--- config.mk ---
export PLATFORM = sky130hd
export DESIGN_NAME = word_descrambler16
export DESIGN_NICKNAME = d
export VERILOG_FILES = /design/src/rtl/descrambler_pkg.sv /design/src/rtl/lfsr16_adv16.sv /design/src/rtl/word_descrambler16.sv
export SDC_FILE = /design/constraint.sdc
export NUM_CORES = 1
export LEC_CHECK = 0
export CORE_UTILIZATION = 46
export CTS_CLUSTER_DIAMETER = 150
export CTS_CLUSTER_SIZE = 12
export DETAILED_ROUTE_END_ITERATION = 12
export GPL_TIMING_DRIVEN = 0
export PLACE_DENSITY = 0.76
export SLEW_MARGIN = 40
export SYNTH_ARGS = -nofsm -noshare
export SYNTH_HDL_FRONTEND = slang
export SYNTH_SLANG_ARGS = --single-unit
--- constraint.sdc ---
create_clock -name clk -period 1.55 [get_ports clk]
set_input_delay 0.465 -clock clk [delete_from_list [all_inputs] [get_ports clk]]
set_output_delay 0.465 -clock clk [all_outputs]
set_load 0.005 [all_outputs]
--- src/rtl/descrambler_pkg.sv ---
// Shared definitions for the 16-bit additive scrambler/descrambler pair:
// LFSR taps, default seed, FSM states and the single-step LFSR function.
package descrambler_pkg;

  localparam int TAP0 = 15;
  localparam int TAP1 = 13;
  localparam int TAP2 = 12;
  localparam int TAP3 = 10;

  localparam logic [15:0] SEED_DEFAULT = 16'hACE1;

  typedef enum logic {
    UNSYNC,
    SYNC
  } state_t;

  // One Fibonacci step: shift left, feedback enters at bit 0.
  function automatic logic [15:0] lfsr16_step(input logic [15:0] s);
    logic fb;
    fb = s[TAP0] ^ s[TAP1] ^ s[TAP2] ^ s[TAP3];
    return {s[14:0], fb};
  endfunction

endpackage

--- src/rtl/lfsr16_adv16.sv ---
// Combinational 16-step advance of the keystream LFSR; shared with the
// transmit-side scrambler so both ends derive the same keystream.
module lfsr16_adv16
  import descrambler_pkg::*;
(
  input  logic [15:0] s,
  output logic [15:0] s_adv
);

  // NOTE: blocking assignments here are intentional; each iteration must see
  // the previous one's result within the same evaluation.
  always_comb begin
    s_adv = s;
    for (int i = 0; i < 16; i++) begin
      s_adv = lfsr16_step(s_adv);
    end
  end

endmodule

--- src/rtl/word_descrambler16.sv ---
// Receive-side word descrambler: XORs accepted words with the LFSR keystream
// and presents plaintext through a one-entry registered output stage.
module word_descrambler16
  import descrambler_pkg::*;
#(
  parameter logic [15:0] SEED = SEED_DEFAULT
) (
  input  logic        clk,
  input  logic        reset,
  input  logic        resync,
  input  logic [15:0] in_data,
  input  logic        in_valid,
  output logic        in_ready,
  output logic [15:0] out_data,
  output logic        out_valid,
  input  logic        out_ready,
  output logic        synced,
  output logic [15:0] word_count
);

  state_t      state;
  logic [15:0] lfsr;
  logic [15:0] key;
  logic [15:0] key_adv;
  logic        accept;
  logic        load;

  // A resync in the same cycle as an accept makes that word the first of the
  // new stream, so the seed is used directly as its keystream word.
  assign key = resync ? SEED : lfsr;

  lfsr16_adv16 u_adv (
    .s     (key),
    .s_adv (key_adv)
  );

  assign in_ready = (state == UNSYNC) || !out_valid || out_ready;
  assign accept   = in_valid && in_ready;
  assign load     = accept && ((state == SYNC) || resync);
  assign synced   = (state == SYNC);

  // NOTE: non-blocking assignments for all sequential state so every
  // register samples pre-edge values regardless of statement order.
  always_ff @(posedge clk) begin
    if (reset) begin
      state      <= UNSYNC;
      lfsr       <= SEED;
      out_data   <= '0;
      out_valid  <= 1'b0;
      word_count <= '0;
    end else begin
      if (resync) begin
        state      <= SYNC;
        lfsr       <= SEED;
        word_count <= '0;
      end
      if (load) begin
        out_data   <= in_data ^ key;
        out_valid  <= 1'b1;
        lfsr       <= key_adv;
        word_count <= resync ? 16'd1 : word_count + 16'd1;
      end else if (out_ready) begin
        out_valid <= 1'b0;
      end
    end
  end

endmodule

==> impl_metrics.tcl, run 1 <==
set metrics [dict create \
    final_cell_count_no_fill 456 \
    fp.coreArea_um2 5510 \
    max-vdd-ir-drop_uv 504 \
    min_from "out_data[11]" \
    drv_cap 0 \
    netlist-cell-type-count 36 \
    hold_path_depth 2 \
    first_pass_iteration_count_of_the_detailed_router 4 \
    period_needed_ns 1.53 \
    timing.critical_path.fanout_max 5 \
    drc_errors 0 \
    clkTransAtPathRegs_ns 0.10 \
    io_pins 56 \
    holdCritPathClass "reg -> reg" \
    place_congestion 0.822 \
    final_cycle_share 0.985 \
    setup.worst_path.end_class "register" \
    initial_core_util 0.476 \
    grt_antenna_before_repair 0 \
    clockRootBuffer "clkbuf_8" \
    synth.ff_latch_count 50 \
    synth-main-ff-cell "dfxtp_1" \
    clockBufferDepth 2 \
    drive_above_1_share 0.258 \
    yosys_warnings 0 \
    avgViaCountPerCell 5.00 \
    layout.core_utilization 0.660 \
    multi_input_comb_area_um2 1590 \
    vias_in_the_first_global_route 2251 \
    total_count_of_hold_check_failures_in_the_final_report 0 \
    final_hold_slack_ns 0.451 \
    die-area_um2 6000 \
    regToRegStartpoint "lfsr[12]" \
    tritoncts "done" \
    grt_use_met2 0.397 \
    area_growth_pct 38.8 \
    rsz0062_at_grt "yes" \
    holdPathEnd "out_data[11]" \
    clock_sinks 50 \
    regArea_um2 1070 \
    layout.filler_cells 440 \
    r2r_end "lfsr[1]" \
    max_slew.worst_pin.slew_ns 0.536 \
    synth-edff-count 0 \
    netlist_instances 306 \
    busiest_grt_layer "met2" \
    startpoint_type "register" \
    track_usage 0.229 \
    finalNetCount 405 \
    finalSetupTns_ns 0 \
    slew_viol_final 0 \
    std_cell_rows 27 \
    postSynthAreaPerCell_um2 8.56 \
    numPortBuffers 53 \
    timing.setup.critical_path_class "reg -> reg" \
    final_area_um2 3630 \
    total_leakage_power_uw 0.00148 \
    achievable-frequency_mhz 655 \
    detail_route.wirelength_um 6510 \
    cts.htree.levels 2 \
    cp_data_arrival_time_ns 1.77 \
    power_per_standard_cell_area_nw_per_um2 761 \
    die_y_um 77.5 \
    met3_usage 0.0412 \
    synth-seq-area-share 0.382 \
    timing.final.setup_violations 0 \
    global_route.usage.met1 0.280 \
    timing.max_slew.rel_slack 0.643 \
    detail_route.wl_per_cell_um 14.3 \
    clock_skew_ns 0.0125 \
    antenna_cells 0 \
    grt_first_pass_wirelength_um 10700 \
    cts_buffer_count 5 \
    placedCellCount 431 \
    timing.reg2reg.setup_slack_ns 0.02 \
    timing.reg2reg.worst_path_depth 5 \
    syn_nets 328 \
    postPlaceCellArea_um2 3270 \
    grt_remaining_overflow 0 \
    hpwlAfterDp_um 4310 \
    first_iter_violations 94 \
    grt_max_degree 16 \
    route.vias.total 2279 \
    asyncSetResetFlopFracSynth 0 \
    mappedNetlistArea_um2 2620 \
    width_of_the_chip_um 77.5 \
    detail-route-antenna-nets 0 \
    cp_data_required_time_ns 1.80 \
    clk-insertion-delay-late_ns 0.31 \
    status "finished clean" \
]
cells by family (layout without fill, tap and decap cells):
kind of cell             Yosys count  after routing  synth area share
AO/OA/AOI/OAI                     41             41            0.0927
flip-flops                        50             50             0.382
XOR/XNOR                          70             70             0.256
AND/OR/NAND/NOR                  116            116             0.219
adder cells (fa/ha/maj)            1              1           0.00478
buffers and inverters             28            106            0.0459
per-layer routing:
metal | part of all wire | vias to the layer above
met4 | 0.014 | 0
met2 | 0.50 | 48
met3 | 0.027 | 7
li1 | - | 1149
met1 | 0.46 | 1075
met5 | 0 | -
repair_timing:
action                     in CTS  in global routing
setup endpoints to repair      84                 46
setup buffers                  21                  5
hold buffers                    0                  0
pin swaps                       9                  9
gates resized for setup        90                 25
cell usage in the layout (no fill, tap or decap), drive strengths merged, types with 9 or more instances in the layout:
cell           synthesis  final
clkbuf                16     16
buf                    8     32
clkdlybuf4s50          0     16
dfxtp                 50     50
nand2                 28     28
xnor2                 51     51
nor2                  48     48
xor2                  15     15
nor2b                  9      9
nor3                   9      9
dlygate4sd2            0     35
a21oi                 18     18
Yosys cell counts (all sizes together), types with 2 or more instances:
cell type  count  area share
nor3           9       0.017
dfxtp         50        0.38
o21bai         3      0.0086
inv            4      0.0057
a21boi         3      0.0086
a21oi         18       0.034
buf            8       0.017
xor2          15       0.050
or3            5       0.012
nor4           2       0.013
clkbuf        16       0.023
nor2          48       0.069
nand4          4       0.015
xnor2         51        0.17
nand3          4      0.0096
o21ai          8       0.015
a211oi         8       0.023
nor2b          9       0.021
xnor3          4       0.035
nand2         28       0.040
and2           2      0.0048
stage by stage:
step	total power, uW	setup WS, ns
after floorplan	1760	-0.00331
after global placement	1950	-0.666
after detailed placement	1970	-0.726
after CTS	2750	-0.00404
after global routing	2900	-0.0394
final	2760	0.0230
power by group:
group	switching [uW]	leakage [uW]	internal (uW)
combinational	265	0.00101	298
sequential	50.6	0.000423	1340
clock	452	0.0000472	360
final cells by class:
| class | count | area share |
|---|---|---|
| multi-input combinational | 228 | 0.436 |
| buffer | 17 | 0.0306 |
| sequential | 50 | 0.294 |
| clock buffer | 6 | 0.0227 |
| timing repair buffer | 77 | 0.184 |
| inverter | 4 | 0.00413 |
| clock inverter | 2 | 0.00344 |
| tap | 72 | 0.0248 |
worst max-delay path, cell delays in order (launching register included):
cell     delay [ns]
dfxtp_4        0.39
xnor2_4        0.17
xnor3_2        0.32
xnor2_2        0.16
or3_1          0.30
a21oi_1        0.12
worst max path at each step:
stage	startpoint	endpoint	slack [ns]
2_1_floorplan	out_ready	word_count[6]	-0.003
3_3_place_gp	out_ready	in_ready	-0.67
3_5_place_dp	out_ready	out_data[6]	-0.73
4_1_cts	word_count[8]	word_count[15]	-0.004
5_1_grt	word_count[1]	word_count[6]	-0.04
6_report	lfsr[12]	lfsr[1]	0.02
registers in the layout (all words and copies together), names as in the netlist:
signal	flops
word_count	16
synced	1
out_valid	1
out_data	16
lfsr	16
No activity file was read; power rests on OpenSTA's default activity.
==> run 2, diff against run 1 <==
Settings changed: CORE_MARGIN set to 4, TNS_END_PERCENT set to 10.
==> impl_metrics.tcl, run 2 (synthesized netlist as in run 1, its figures left out) <==
set metrics [dict create \
    place_ws_ns -0.726 \
    power_per_standard_cell_area_nw_per_um2 780 \
    timing.max_slew.rel_slack 0.652 \
    timing.setup.critical_path_class "reg -> reg" \
    route.vias.total 2221 \
    postPlaceCellArea_um2 3270 \
    numPortBuffers 53 \
    final_cycle_share 1.00 \
    failed_checks "negative setup slack" \
    period_needed_ns 1.55 \
    rsz0062_at_grt "yes" \
    setup.worst_path.end_class "register" \
    die_y_um 83.5 \
    reg.largest.list "lfsr (16), out_data (16), word_count (16)" \
    holdCritPathClass "reg -> reg" \
    status "finished, violations left" \
    timing.critical_path.fanout_max 5 \
    max-vdd-ir-drop_uv 484 \
    total_count_of_hold_check_failures_in_the_final_report 0 \
    avgViaCountPerCell 5.05 \
    total_power_uw 2740 \
    startpoint_type "register" \
    vias_in_the_first_global_route 2201 \
    io_pins 56 \
    tritoncts "done" \
    first_iter_violations 104 \
    area_growth_pct 34.1 \
    achievable-frequency_mhz 645 \
    cp_data_arrival_time_ns 1.78 \
    initial_core_util 0.476 \
    clockRootBuffer "clkbuf_8" \
    final_cell_count_no_fill 440 \
    clkTransAtPathRegs_ns 0.09 \
    setup_ws_ns -0.00104 \
    top_layer_used "met4" \
    timing.final.setup_violations 1 \
    max_slew.worst_pin.slew_ns 0.523 \
    drv_cap 0 \
    detail-route-antenna-nets 0 \
    drive_above_1_share 0.201 \
    grt_antenna_before_repair 0 \
    track_usage 0.186 \
    first_pass_iteration_count_of_the_detailed_router 4 \
    clock_skew_ns 0.0114 \
    met2WireLength_um 3170 \
    cp_data_required_time_ns 1.78 \
    place_congestion 0.833 \
    final_area_um2 3510 \
    grt_remaining_overflow 0 \
    layout.filler_cells 473 \
    slew_viol_final 0 \
    finalSetupTns_ns -0.00104 \
    top_library_cells_by_usage_in_the_layout_fill_and_taps_aside "xnor2_1 (49), nor2_1 (46), dlygate4sd2_1 (34)" \
    grt_max_degree 16 \
    grt_first_pass_wirelength_um 10600 \
    antenna_cells 0 \
    clock_sinks 50 \
    drc_errors 0 \
    hpwlAfterDp_um 4550 \
    fp.coreArea_um2 5510 \
    cts.htree.levels 2 \
    layout_commonest_cell "xnor2_1" \
    placedCellCount 431 \
    detail_route.wirelength_um 6290 \
    width_of_the_chip_um 83.5 \
    finalNetCount 389 \
    clk-insertion-delay-late_ns 0.31 \
    total_leakage_power_uw 0.00139 \
    clockBufferDepth 2 \
    wl_met1_um 2790 \
    dr_wl_met3_um 244 \
    cts_buffer_count 5 \
    std_cell_rows 27 \
    die-area_um2 6960 \
    detail_route.wl_per_cell_um 14.3 \
]
-- run 2: cell types whose count changed in the layout (fill, tap and decap cells not counted), moves of 2 or more --
cell	change
dfxtp_1	+10
dfxtp_2	-11
nor2_2	+2
a211oi_2	+2
xor2_1	-2
nor2_1	-2
xor2_2	+2
buf_4	-19
a211oi_1	-2
clkbuf_1	+3
-- run 2: worst paths after layout --
check | startpoint | to | slack, ns | depth (start not counted)
worst max-delay path | lfsr[11] | lfsr[1] | -0.001 | 4
worst min-delay path | out_data[11] | out_data[11] | 0.45 | 2
worst min register to register | out_data[11] | out_data[11] | 0.45 | 2
worst max register to register | lfsr[11] | lfsr[1] | -0.001 | 4
-- run 2: cell type report --
class | instances | area [um2] | share of cell area
Buffer | 21 | 131 | 0.0374
Clock inverter | 2 | 12.5 | 0.00356
Tap cell | 72 | 90.1 | 0.0257
Multi-Input combinational cell | 228 | 1600 | 0.456
Sequential cell | 50 | 1060 | 0.301
Clock buffer | 6 | 82.6 | 0.0235
Inverter | 4 | 15.0 | 0.00428
Timing Repair Buffer | 57 | 519 | 0.148
-- run 2: what timing repair did --
action                                  4_1_cts  5_1_grt
buffers inserted                              3        1
endpoints found under the setup margin       84       34
hold buffers                                  0        0
cloned                                        0        0
pin swaps                                     9        3
resized for setup                            87       19
-- run 2: through the flow --
stage,hold WS (ns),utilization
5_1_grt,0.470,0.638
3_3_place_gp,0.440,0.594
4_1_cts,0.453,0.625
2_1_floorplan,0.448,-
6_report,0.452,0.638
3_5_place_dp,0.443,0.594
-- run 2: layer usage --
layer | vias to the layer above | track usage
met5 | - | 0
met1 | 1066 | 0.233
li1 | 1109 | -
met3 | 7 | 0.0365
met4 | 0 | 0.0526
met2 | 39 | 0.324
-- run 2: report_power, final --
group / internal (uW) / switching (uW)
registers: 1340 / 48.9
clock network: 360 / 440
logic: 289 / 267
total: 1980 / 756
-- run 2: critical path, stage by stage (launching register included) --
cell     delay [ns]
dfxtp_2        0.41
xnor3_2        0.47
xnor2_1        0.14
or3_1          0.30
a21oi_1        0.15
